==> config.mk <==
export PLATFORM = sky130hd
export DESIGN_NAME = day_to_date
export DESIGN_NICKNAME = d
export VERILOG_FILES = /design/src/rtl/day_to_date.sv
export SDC_FILE = /design/constraint.sdc
export NUM_CORES = 1
export LEC_CHECK = 0
export BUFFER_PORTS_ARGS = -buffer_cell sky130_fd_sc_hd__buf_2
export CORE_AREA = 10 10 66 68
export CTS_CLUSTER_SIZE = 12
export DETAILED_ROUTE_END_ITERATION = 10
export DIE_AREA = 0 0 76 78
export PLACE_DENSITY_LB_ADDON = 0.3
export SYNTH_ARGS = -nofsm -noshare
export SYNTH_HDL_FRONTEND = slang
export SYNTH_SLANG_ARGS = --single-unit
==> constraint.sdc <==
create_clock -name clk -period 3.7 [get_ports clk]
set_clock_uncertainty 0.2 [all_clocks]
set_input_delay 0.74 -clock clk [delete_from_list [all_inputs] [get_ports clk]]
set_output_delay 0.74 -clock clk [all_outputs]
set_load 0.01 [all_outputs]
==> src/rtl/day_to_date.sv <==
// Day-of-year to month/date decoder. An iterative FSM subtracts month lengths
// one per cycle, which avoids a wide combinational divider.
module day_to_date #(
  parameter int DAY_W = 9
) (
  input  logic             clk,
  input  logic             rst_n,
  input  logic             start,
  input  logic [DAY_W-1:0] day_idx,
  input  logic             leap,
  output logic             busy,
  output logic             done,
  output logic             err,
  output logic [3:0]       month,
  output logic [4:0]       date
);

  typedef enum logic [1:0] {
    IDLE = 2'd0,
    CALC = 2'd1,
    DONE = 2'd2
  } state_t;

  // Days in month m; February depends on the latched leap flag.
  function automatic logic [4:0] month_len(input logic [3:0] m, input logic lp);
    logic [4:0] len;
    case (m)
      4'd2:                      len = lp ? 5'd29 : 5'd28;
      4'd4, 4'd6, 4'd9, 4'd11:   len = 5'd30;
      default:                   len = 5'd31;
    endcase
    return len;
  endfunction

  state_t           state_r, state_nxt_s;
  logic [DAY_W-1:0] rem_r, rem_nxt_s;
  logic [3:0]       mcnt_r, mcnt_nxt_s;
  logic             leap_r, leap_nxt_s;
  logic [3:0]       month_r, month_nxt_s;
  logic [4:0]       date_r, date_nxt_s;
  logic             err_r, err_nxt_s;
  logic             busy_r, busy_nxt_s;
  logic             done_r, done_nxt_s;

  logic [4:0]       len_s;
  logic [DAY_W-1:0] limit_s;

  assign len_s   = month_len(mcnt_r, leap_r);
  assign limit_s = DAY_W'(10'd365) + DAY_W'(leap);

  // Next-state and datapath updates; everything holds unless assigned below.
  always_comb begin
    state_nxt_s = state_r;
    rem_nxt_s   = rem_r;
    mcnt_nxt_s  = mcnt_r;
    leap_nxt_s  = leap_r;
    month_nxt_s = month_r;
    date_nxt_s  = date_r;
    err_nxt_s   = err_r;
    case (state_r)
      IDLE, DONE: begin
        if (start) begin
          leap_nxt_s = leap;
          err_nxt_s  = 1'b0;
          if (day_idx >= limit_s) begin
            state_nxt_s = DONE;
            err_nxt_s   = 1'b1;
            month_nxt_s = 4'd0;
            date_nxt_s  = 5'd0;
          end else begin
            state_nxt_s = CALC;
            rem_nxt_s   = day_idx;
            mcnt_nxt_s  = 4'd1;
          end
        end else begin
          state_nxt_s = IDLE;
        end
      end
      CALC: begin
        if (rem_r < DAY_W'(len_s)) begin
          state_nxt_s = DONE;
          month_nxt_s = mcnt_r;
          date_nxt_s  = rem_r[4:0] + 5'd1;
        end else if (mcnt_r >= 4'd12) begin
          // Unreachable for range-checked inputs; terminate rather than run past December.
          state_nxt_s = DONE;
          err_nxt_s   = 1'b1;
          month_nxt_s = 4'd0;
          date_nxt_s  = 5'd0;
        end else begin
          rem_nxt_s  = rem_r - DAY_W'(len_s);
          mcnt_nxt_s = mcnt_r + 4'd1;
        end
      end
      default: begin
        state_nxt_s = IDLE;
      end
    endcase
    busy_nxt_s = (state_nxt_s == CALC);
    done_nxt_s = (state_nxt_s == DONE);
  end

  // State and registered outputs; reset lands on 1 January.
  always_ff @(posedge clk or negedge rst_n) begin
    if (!rst_n) begin
      state_r <= IDLE;
      rem_r   <= '0;
      mcnt_r  <= 4'd1;
      leap_r  <= 1'b0;
      month_r <= 4'd1;
      date_r  <= 5'd1;
      err_r   <= 1'b0;
      busy_r  <= 1'b0;
      done_r  <= 1'b0;
    end else begin
      state_r <= state_nxt_s;
      rem_r   <= rem_nxt_s;
      mcnt_r  <= mcnt_nxt_s;
      leap_r  <= leap_nxt_s;
      month_r <= month_nxt_s;
      date_r  <= date_nxt_s;
      err_r   <= err_nxt_s;
      busy_r  <= busy_nxt_s;
      done_r  <= done_nxt_s;
    end
  end

  assign busy  = busy_r;
  assign done  = done_r;
  assign err   = err_r;
  assign month = month_r;
  assign date  = date_r;

endmodule

# After elaboration in Yosys (flattened, before gate mapping)
# Cells that the tools add are included.
[classes] n_addsub=4 order_cmp=3 eq_ne=16 muxes=32 n_reduce_logical=8
[ops] operator="2-to-1 mux 9 bit" count=4
[ops] operator="2-to-1 mux 4 bit" count=8
[ops] operator="2-to-1 mux 5 bit" count=4
[ops] operator="one-hot mux 9 bit (2 select lines)" count=1
[ops] operator="one-hot mux 4 bit (2 select lines)" count=2
[ops] operator="inequality test 2 bit (second input constant)" count=6
[ops] operator="one-hot mux 5 bit (2 select lines)" count=1
[ops] operator="adder 9 x 1 -> 9 bit (first input constant)" count=1
[ops] operator="greater-or-equal comparator 9 bit" count=1
[ops] operator="< comparator 9 x 5 -> 1 bit" count=1
[ops] operator="subtractor 9 x 5 -> 9 bit" count=1
[ops] operator="equality test 4 x 3 -> 1 bit (second input constant)" count=2
[ops] operator="equality test 4 bit (second input constant)" count=2
[ops] operator="2-to-1 mux 2 bit" count=4
[ops] operator="one-hot mux 2 bit (2 select lines)" count=2
[ops] operator="AND reduction 4 bit" count=2
[ops] operator="adder 5 x 1 -> 5 bit (second input constant)" count=1
[ops] operator="2-to-1 mux 1 bit" count=5
[ops] operator="AND reduction 5 bit" count=1
[ops] operator="adder 4 x 1 -> 4 bit (second input constant)" count=1
[ops] operator="equality test 2 x 1 -> 1 bit (second input constant)" count=2
[ops] operator="equality test 2 bit (second input constant)" count=2
[ops] operator="equality test 4 x 2 -> 1 bit (second input constant)" count=1
[ops] operator="greater-or-equal comparator 4 bit (second input constant)" count=1
[ops] operator="7 further kinds" count=7
[word_totals] ff_bits=28 inputBits=13 output_inout_bits=12 word_cells=72

# Logic depth before layout (Yosys ltp)
# Gate-level depths: netlist of the first run.
[logic_depth] ltp_word=7 ltp_mapped=13 depth_no_buf=13

# Worst setup path before layout of the first run
# Ideal clock, no wire load.
[synth_timing] path_kind="reg-to-reg" startpoint="register mcnt_r[0]" endpoint="register date_r[3] (netlist: date[3])" setup_ns=0.138 arrival_ns=2.390 t_required_ns=3.362 slack_ns=0.972 stages_incl_launch_ff=14 path_buffers=2 synth_period_minus_slack_ns=2.728 path_cell_list="dfstp_2 inv_1 ha_1 o21ai_0 o21ai_0 o21ai_0 ha_1 nor2b_1 o2111a_1 or3_1 buf_6 buf_8 nand2_1 o22ai_2"
[synth_between] elab_chain_len=6 elab_cells_between_ends=13 cone_classes="order compare (2); eq/ne (6); mux (3); reduce/logical (2)"
[synth_lines] item="from (decl)" line="37" rtl="logic [3:0] mcnt_r, mcnt_nxt_s;"
[synth_lines] item="from (signal assigned)" line="118" rtl="mcnt_r <= mcnt_nxt_s;"
[synth_lines] item="equality test 4 x 3 -> 1 bit / equality test 4 bit (equally long branches)" line="27" rtl="case (m)"
[synth_lines] item="OR reduction 4 bit" line="27"
[synth_lines] item="one-hot mux 2 bit (2 select lines)" line="27"
[synth_lines] item="< comparator 9 x 5 -> 1 bit" line="80" rtl="if (rem_r < DAY_W'(len_s)) begin"
[synth_lines] item="inequality test 3 bit (no line) / 2-to-1 mux 5 bit (equally long branches)"
[synth_lines] item="AND reduction 4 bit (no line) / one-hot mux 5 bit (2 select lines) (equally long branches)"
[synth_lines] item="to (signal assigned)" line="121" rtl="date_r <= date_nxt_s;"
[synth_lines] item="to (decl)" line="40" rtl="logic [4:0] date_r, date_nxt_s;"
# Several ways; a longest one is shown, not always the timed one.
# A chain may end at the register's enable or synchronous reset.

# Worst setup path after layout of the first run
[layout_timing] startpoint="register mcnt_r[0]" endpoint="register rem_r[2]"
[layout_between] elab_chain_len=7 elab_cells_between_ends=16 cone_classes="add/sub (1); order compare (2); eq/ne (7); mux (4); reduce/logical (2)"
[layout_lines] item="equality test 4 x 3 -> 1 bit / equality test 4 bit (equally long branches)" line="27"
[layout_lines] item="OR reduction 4 bit" line="27"
[layout_lines] item="one-hot mux 2 bit (2 select lines)" line="27"
[layout_lines] item="subtractor 9 x 5 -> 9 bit" line="91" rtl="rem_nxt_s = rem_r - DAY_W'(len_s);"
[layout_lines] item="2-to-1 mux 9 bit" line="84" rtl="end else if (mcnt_r >= 4'd12) begin"
[layout_lines] item="2-to-1 mux 9 bit" line="80"
[layout_lines] item="one-hot mux 9 bit (2 select lines)" line="60" rtl="case (state_r)"
[layout_lines] item="to (signal assigned)" line="117" rtl="rem_r <= rem_nxt_s;"
[layout_lines] item="to (decl)" line="36" rtl="logic [DAY_W-1:0] rem_r, rem_nxt_s;"
# Several ways; a longest one is shown, not always the timed one. The select of a mux whose other input is x is not followed.

==> metrics.cfg, run 1 <==
[grt]
grt.overflow.total=0
grt_start_max_net_pins=29
grt_first_pass_wirelength_mm=6.45
grt_most_used_layer=met2
grt_use_met1_pct=15.6
grt_usage_pct=12.9
grtUsageMet2_pct=21.4
use_met3_pct=2.88
antenna_found_initial=0
first_global_vias=1379

[layout]
n_fill_cell=298
antenna_cells=0
layout_common_cells=25 x dfrtp_1, 24 x buf_2, 20 x nand2_1
syn2layout_area_growth_pct=10.4
layout-drive-gt1-share_pct=21.5
instances_no_fill=241
regArea_um2=704
nets=219
layout_commonest_cell=dfrtp_1
multi_input_area_um2=836

[floorplan]
rows=21
die_h_um=78
pin_count=25
initial_core_util_pct=51.7
core_area_um2=3180
fp.dieW_um=76
die_area_um2=5930

[sta]
hold_viol_final=0
setup_viol=0
holdWs_ps=195
tightest_slew_ps=648
finalMaxSlewViolations=0
period_share_pct=85.5
relSlewSlack_pct=56.8
rsz0062_at_grt=no
fin_crit_ps=3160
tns_ps=0
timing.fmax_ghz=0.316
setup_ws_ps=535

[worst_setup_path]
critical_path_class=reg -> reg
r2r-end=rem_r[2]
crit_arrival_ps=3210
critPathLaunchType=flop
cp.required_ps=3740
ff2ff_setup_slack_ps=540
end_kind=flop
ff2ff_path_depth=12
r2r_start=mcnt_r[0]
cp_max_fo=13

[status]
status=finished, final reports clean

[cts]
post-cts-setup-buffers=0
cts_buffers=3
cts_tree=built
clkLatencyLatePin_ps=330
cts_max_level=1
cts_resized=0
path_clk_slew_ps=160
cts_hold_buffers=0
cts_sinks=28
clk_path_buf_depth=2
root_buffer=clkbuf_4

[hold_path]
hold_class=in -> async

[synth]
ys_seq_area_share_pct=42.8
yosys-top-cells-area=dfrtp_1 38%, ha_1 6.8%, dfstp_2 4.8%
synth_top_area_share_pct=38.1
syn_area_um2=1640
synth_cell_types=49
synth_largest_area_cell=dfrtp_1
yosysWarnings=0
ys_ff_latch=28
postSynthAreaPerCell_um2=9.56
syn_inst=172
synth_edf_count=0
synthArstFlopShare_pct=100
syn-num-nets=195
synth_flop_cell=dfrtp_1

[route]
ant_nets=0
drt_wl_total_mm=3.86
drc=0
wl_per_cell_um=16.0
vias=1377
drt_first_pass_iters=5
first_iter_violations=84
vias_per_cell=5.71

[pwr]
irDropWorstVdd_mv=0.331
p_leak_uw=0.000869
pwr_density_cell_nw_per_um2=836
power_uw=1520

[placed_design]
placedCellCount=237
portBuffers=24
gp_congestion=0.866
hpwl_mm=2.89
pre_cts_ws_ps=614

[flow_run]
maxCapViolations=0

[state kept, by name, indices dropped and copies added, names as in the netlist]
| register | flops |
|---|---|
| busy | 1 |
| date | 5 |
| state_r | 2 |
| mcnt_r | 4 |
| rem_r | 9 |
| month | 4 |
| done | 1 |
| leap_r | 1 |
| err | 1 |
[worst max path at each step]
stage	slack, ps	from	endpoint	cells past startpoint
final	540	mcnt_r[0]	rem_r[2]	12
after global routing	300	mcnt_r[0]	rem_r[0]	12
after CTS	600	mcnt_r[0]	rem_r[2]	12
after detailed placement	610	mcnt_r[0]	date[4]	11
after global placement	730	mcnt_r[0]	date[3]	11
after floorplan	970	mcnt_r[0]	date[3]	13
[cells in the mapped netlist (all sizes together) (3+ instances only)]
| master | n |
|---|---|
| nand3 | 6 |
| dfrtp | 25 |
| o21ai | 15 |
| buf | 6 |
| nor2b | 6 |
| xnor2 | 3 |
| ha | 9 |
| dfstp | 3 |
| nor2 | 5 |
| nand2 | 20 |
| o22ai | 10 |
| inv | 13 |
| nand2b | 4 |
| nor3 | 10 |
| a21oi | 6 |
[stage by stage]
step / util (%) / area [µm²]
CTS: 57.1 / 1820
global placement: 56.3 / 1790
finish: 57.1 / 1820
detailed placement: 56.3 / 1790
global route: 57.1 / 1820
floorplan: - / 1640
[layout make-up]
type | count | area share (%)
multi-input cells | 123 | 46.0
flip-flops and latches | 28 | 38.8
repair buffers | 27 | 7.86
clock buffers | 4 | 1.45
well taps | 46 | 3.17
inverters | 13 | 2.69
[critical path, stage by stage (launching register included)]
cell	delay [ps]
dfstp_2	600
inv_1	100
ha_1	220
o21ai_0	130
o21ai_0	100
o21ai_0	170
ha_1	200
nor2b_1	60
o2111a_1	300
o211a_1	400
nor2_1	270
inv_2	110
a22oi_1	210
[cell families (layout without fill, tap and decap cells)]
logic type,count (synthesis),in the layout,synth area share [%]
simple gates,58,58,18.3
compound gates,49,49,21.2
flops,28,28,42.8
buf+inv,21,44,6.32
fa+ha+maj,10,10,8.07
xor+xnor,4,4,2.13
mux,2,2,1.22
[per-layer routing]
metal  up-vias  share of wire, %
met3         4               4.7
met4         0              0.98
met1       672                46
met5         -                 0
li1        660                 -
met2        41                48
[where the power goes]
group          leakage (µW)  switching, µW  internal (µW)
clock network     0.0000150           91.2           42.3
registers          0.000346            132            446
logic              0.000507            467            339
total              0.000869            690            828
No activity file was read; power rests on OpenSTA's default activity.
==> inputs of run 2 (changes only) <==
--- a/config.mk
+++ b/config.mk
@@ -5,11 +5,12 @@
 export SDC_FILE = /design/constraint.sdc
 export NUM_CORES = 1
 export LEC_CHECK = 0
+export ABC_AREA = 1
 export BUFFER_PORTS_ARGS = -buffer_cell sky130_fd_sc_hd__buf_2
-export CORE_AREA = 10 10 66 68
+export CORE_AREA = 10 10 69 71
 export CTS_CLUSTER_SIZE = 12
 export DETAILED_ROUTE_END_ITERATION = 10
-export DIE_AREA = 0 0 76 78
+export DIE_AREA = 0 0 79 81
 export PLACE_DENSITY_LB_ADDON = 0.3
 export SYNTH_ARGS = -nofsm -noshare
 export SYNTH_HDL_FRONTEND = slang
==> run 2 against run 1 <==
First-iteration DRC count grew 33%. Via count grew 19%. Sequential power grew 3%. Synthesized area grew 12%. Core utilization grew 0.25 points. Combinational power grew 5.5%. Flip-flop and latch count is the same. Non-clock buffer count shrank 3. Hold slack lost 5.6 ps. Fmax grew 14%. Critical endpoint is now rem_r[8]. Register-to-register slack gained 390 ps.
==> metrics.cfg, run 2 <==
[status]
status=finished, final reports clean

[sta]
relSlewSlack_pct=55.4
finalMaxSlewViolations=0
tightest_slew_ps=668
period_share_pct=74.9
timing.fmax_ghz=0.361
hold_viol_final=0
rsz0062_at_grt=no
setup_viol=0
holdWs_ps=189
tns_ps=0
fin_crit_ps=2770

[pwr]
switching_share_pct=47.7
power_frac_comb_pct=51.5
p_int_uw=864
p_leak_uw=0.00116
p_clk_share_pct=12.5
seq_power_share_pct=36.0
irDropWorstVdd_mv=0.443
p_switching_uw=788
pwr_density_cell_nw_per_um2=818

[floorplan]
initial_core_util_pct=52.5
fp.dieW_um=79
core_area_um2=3520
rows=22
pin_count=25
die_h_um=81
die_area_um2=6400

[route]
drt_wl_total_mm=4.04
first_iter_violations=112
ant_nets=0
vias_per_cell=5.06
vias=1634
drt_first_pass_iters=4
drc=0
wl_per_cell_um=12.5

[worst_setup_path]
r2r_start=mcnt_r[0]
end_kind=flop
crit_arrival_ps=2850
cpPeakStageDelay_ps=630
cp.required_ps=3780
crit_start=mcnt_r[0]
cp_top_family=adder cells
worstPathCellList=inv_1, ha_1, o21ai_0, a21oi_1, a21oi_1, ha_1, inv_1, fa_1, inv_1, nor2_1, nand3_1, nand2_1, nand2_1, nand3_1, nand2_1, nand2_1, nand2_1
path_common_cell=nand2_1
critical_path_class=reg -> reg
critPathLaunchType=flop
cp_max_fo=7
critical_path_buf_inv_count=3
critical_path.slowest_cell=dfstp_2

[grt]
antenna_found_initial=0
grt_start_max_net_pins=29
grt_usage_pct=13.1
grt_first_pass_wirelength_mm=6.97
grt.overflow.total=0
first_global_vias=1482

[synth]
synthArstFlopShare_pct=100
syn_inst=256
syn-num-nets=279
synth_top_cells_by_count=97 x nand2_1, 42 x nand3_1, 26 x inv_1, 25 x dfrtp_1, 14 x nor2_1
synth_edf_count=0
synth_largest_area_cell=dfrtp_1
syn_area_um2=1850
postSynthAreaPerCell_um2=7.22
ys_seq_area_share_pct=38.1
synth_flop_cell=dfrtp_1
yosysWarnings=0
yosys-top-cells-area=dfrtp_1 34%, nand2_1 20%, nand3_1 11%
synth.most_common_cell=nand2_1
synth_cell_types=28
ys_ff_latch=28
synth_top_area_share_pct=33.9

[layout]
antenna_cells=0
layout_commonest_cell=nand2_1
largest_reg_flops=9
syn2layout_area_growth_pct=9.34
layout-drive-gt1-share_pct=14.9
instances_no_fill=323
layout_common_cells=97 x nand2_1, 42 x nand3_1, 26 x inv_1
regMostFlops=rem_r
nets=299
post-route-util_pct=57.4

[cts]
cts_buffers=3
post-cts-setup-buffers=0
path_clk_slew_ps=160
cts_sinks=28
cts_max_level=1
clkLatencyLatePin_ps=340
cts_hold_buffers=0
root_buffer=clkbuf_4
cts_tree=built
clk_path_buf_depth=2
cts_resized=0

[placed_design]
portBuffers=24
hpwl_mm=3.02
gp_congestion=0.919
placedCellCount=319

[hold_path]
hold_class=in -> async

[flow_run]
maxCapViolations=0

## run 2: cell count changes in the layout (fill, tap and decap cells not counted), sizes merged, moves of 3 or more
cell and change:
a21oi -4, buf -3, inv +13, nand2 +80, nand2b -4, nand3 +37
nand4 +3, nor2 +12, nor2b -6, nor3 -8, o21ai -7, o22ai -10
## run 2: worst paths after layout
| check | slack (ps) | end | cells past startpoint |
|---|---|---|---|
| worst max-delay path | 930 | rem_r[8] | 17 |
| worst min-delay path | 190 | month[2] | 1 |
| worst max register to register | 930 | rem_r[8] | 17 |
| worst min register to register | 300 | month[0] | 2 |
| max in group asynchronous | 2690 | rem_r[6] | 1 |
| min in group clk | 300 | month[0] | 2 |
## run 2: cell type report
type | instances | area (µm²)
well taps | 48 | 60.1
clock buffers | 3 | 22.5
repair buffers | 24 | 120
multi-input cells | 193 | 986
fillers | 362 | 1500
inverters | 26 | 97.6
clock inverters | 1 | 30.0
flip-flops and latches | 28 | 704
## run 2: metrics by stage
stage	area (µm²)	setup slack, ps	power [µW]
floorplan	1850	1170	1280
global placement	1970	1050	1440
detailed placement	1970	984	1450
CTS	2020	938	1660
global route	2020	647	1820
finish	2020	930	1650
## run 2: metal layers
| metal | track usage (%) | routed length [µm] |
|---|---|---|
| met1 | 18.4 | 1990 |
| met2 | 19.6 | 1740 |
| met3 | 3.31 | 271 |
| met4 | 3.76 | 40 |
| met5 | 0 | 0 |
## run 2: power by group through the flow
stage | sequential, µW | combinational (µW) | clock [µW]
2_1_floorplan | 584 | 695 | 0
3_3_place_gp | 596 | 844 | 0
3_5_place_dp | 600 | 854 | 0
4_1_cts | 594 | 856 | 207
5_1_grt | 617 | 979 | 220
6_report | 596 | 850 | 206
## run 2: kinds of logic after synthesis
family | Yosys count | share of synthesized area (%)
adder cells (fa/ha/maj) | 10 | 7.18
buffers and inverters | 35 | 8.53
AND/OR/NAND/NOR | 167 | 40.7
AO/OA/AOI/OAI | 11 | 3.11
flip-flops | 28 | 38.1
XOR/XNOR | 5 | 2.37
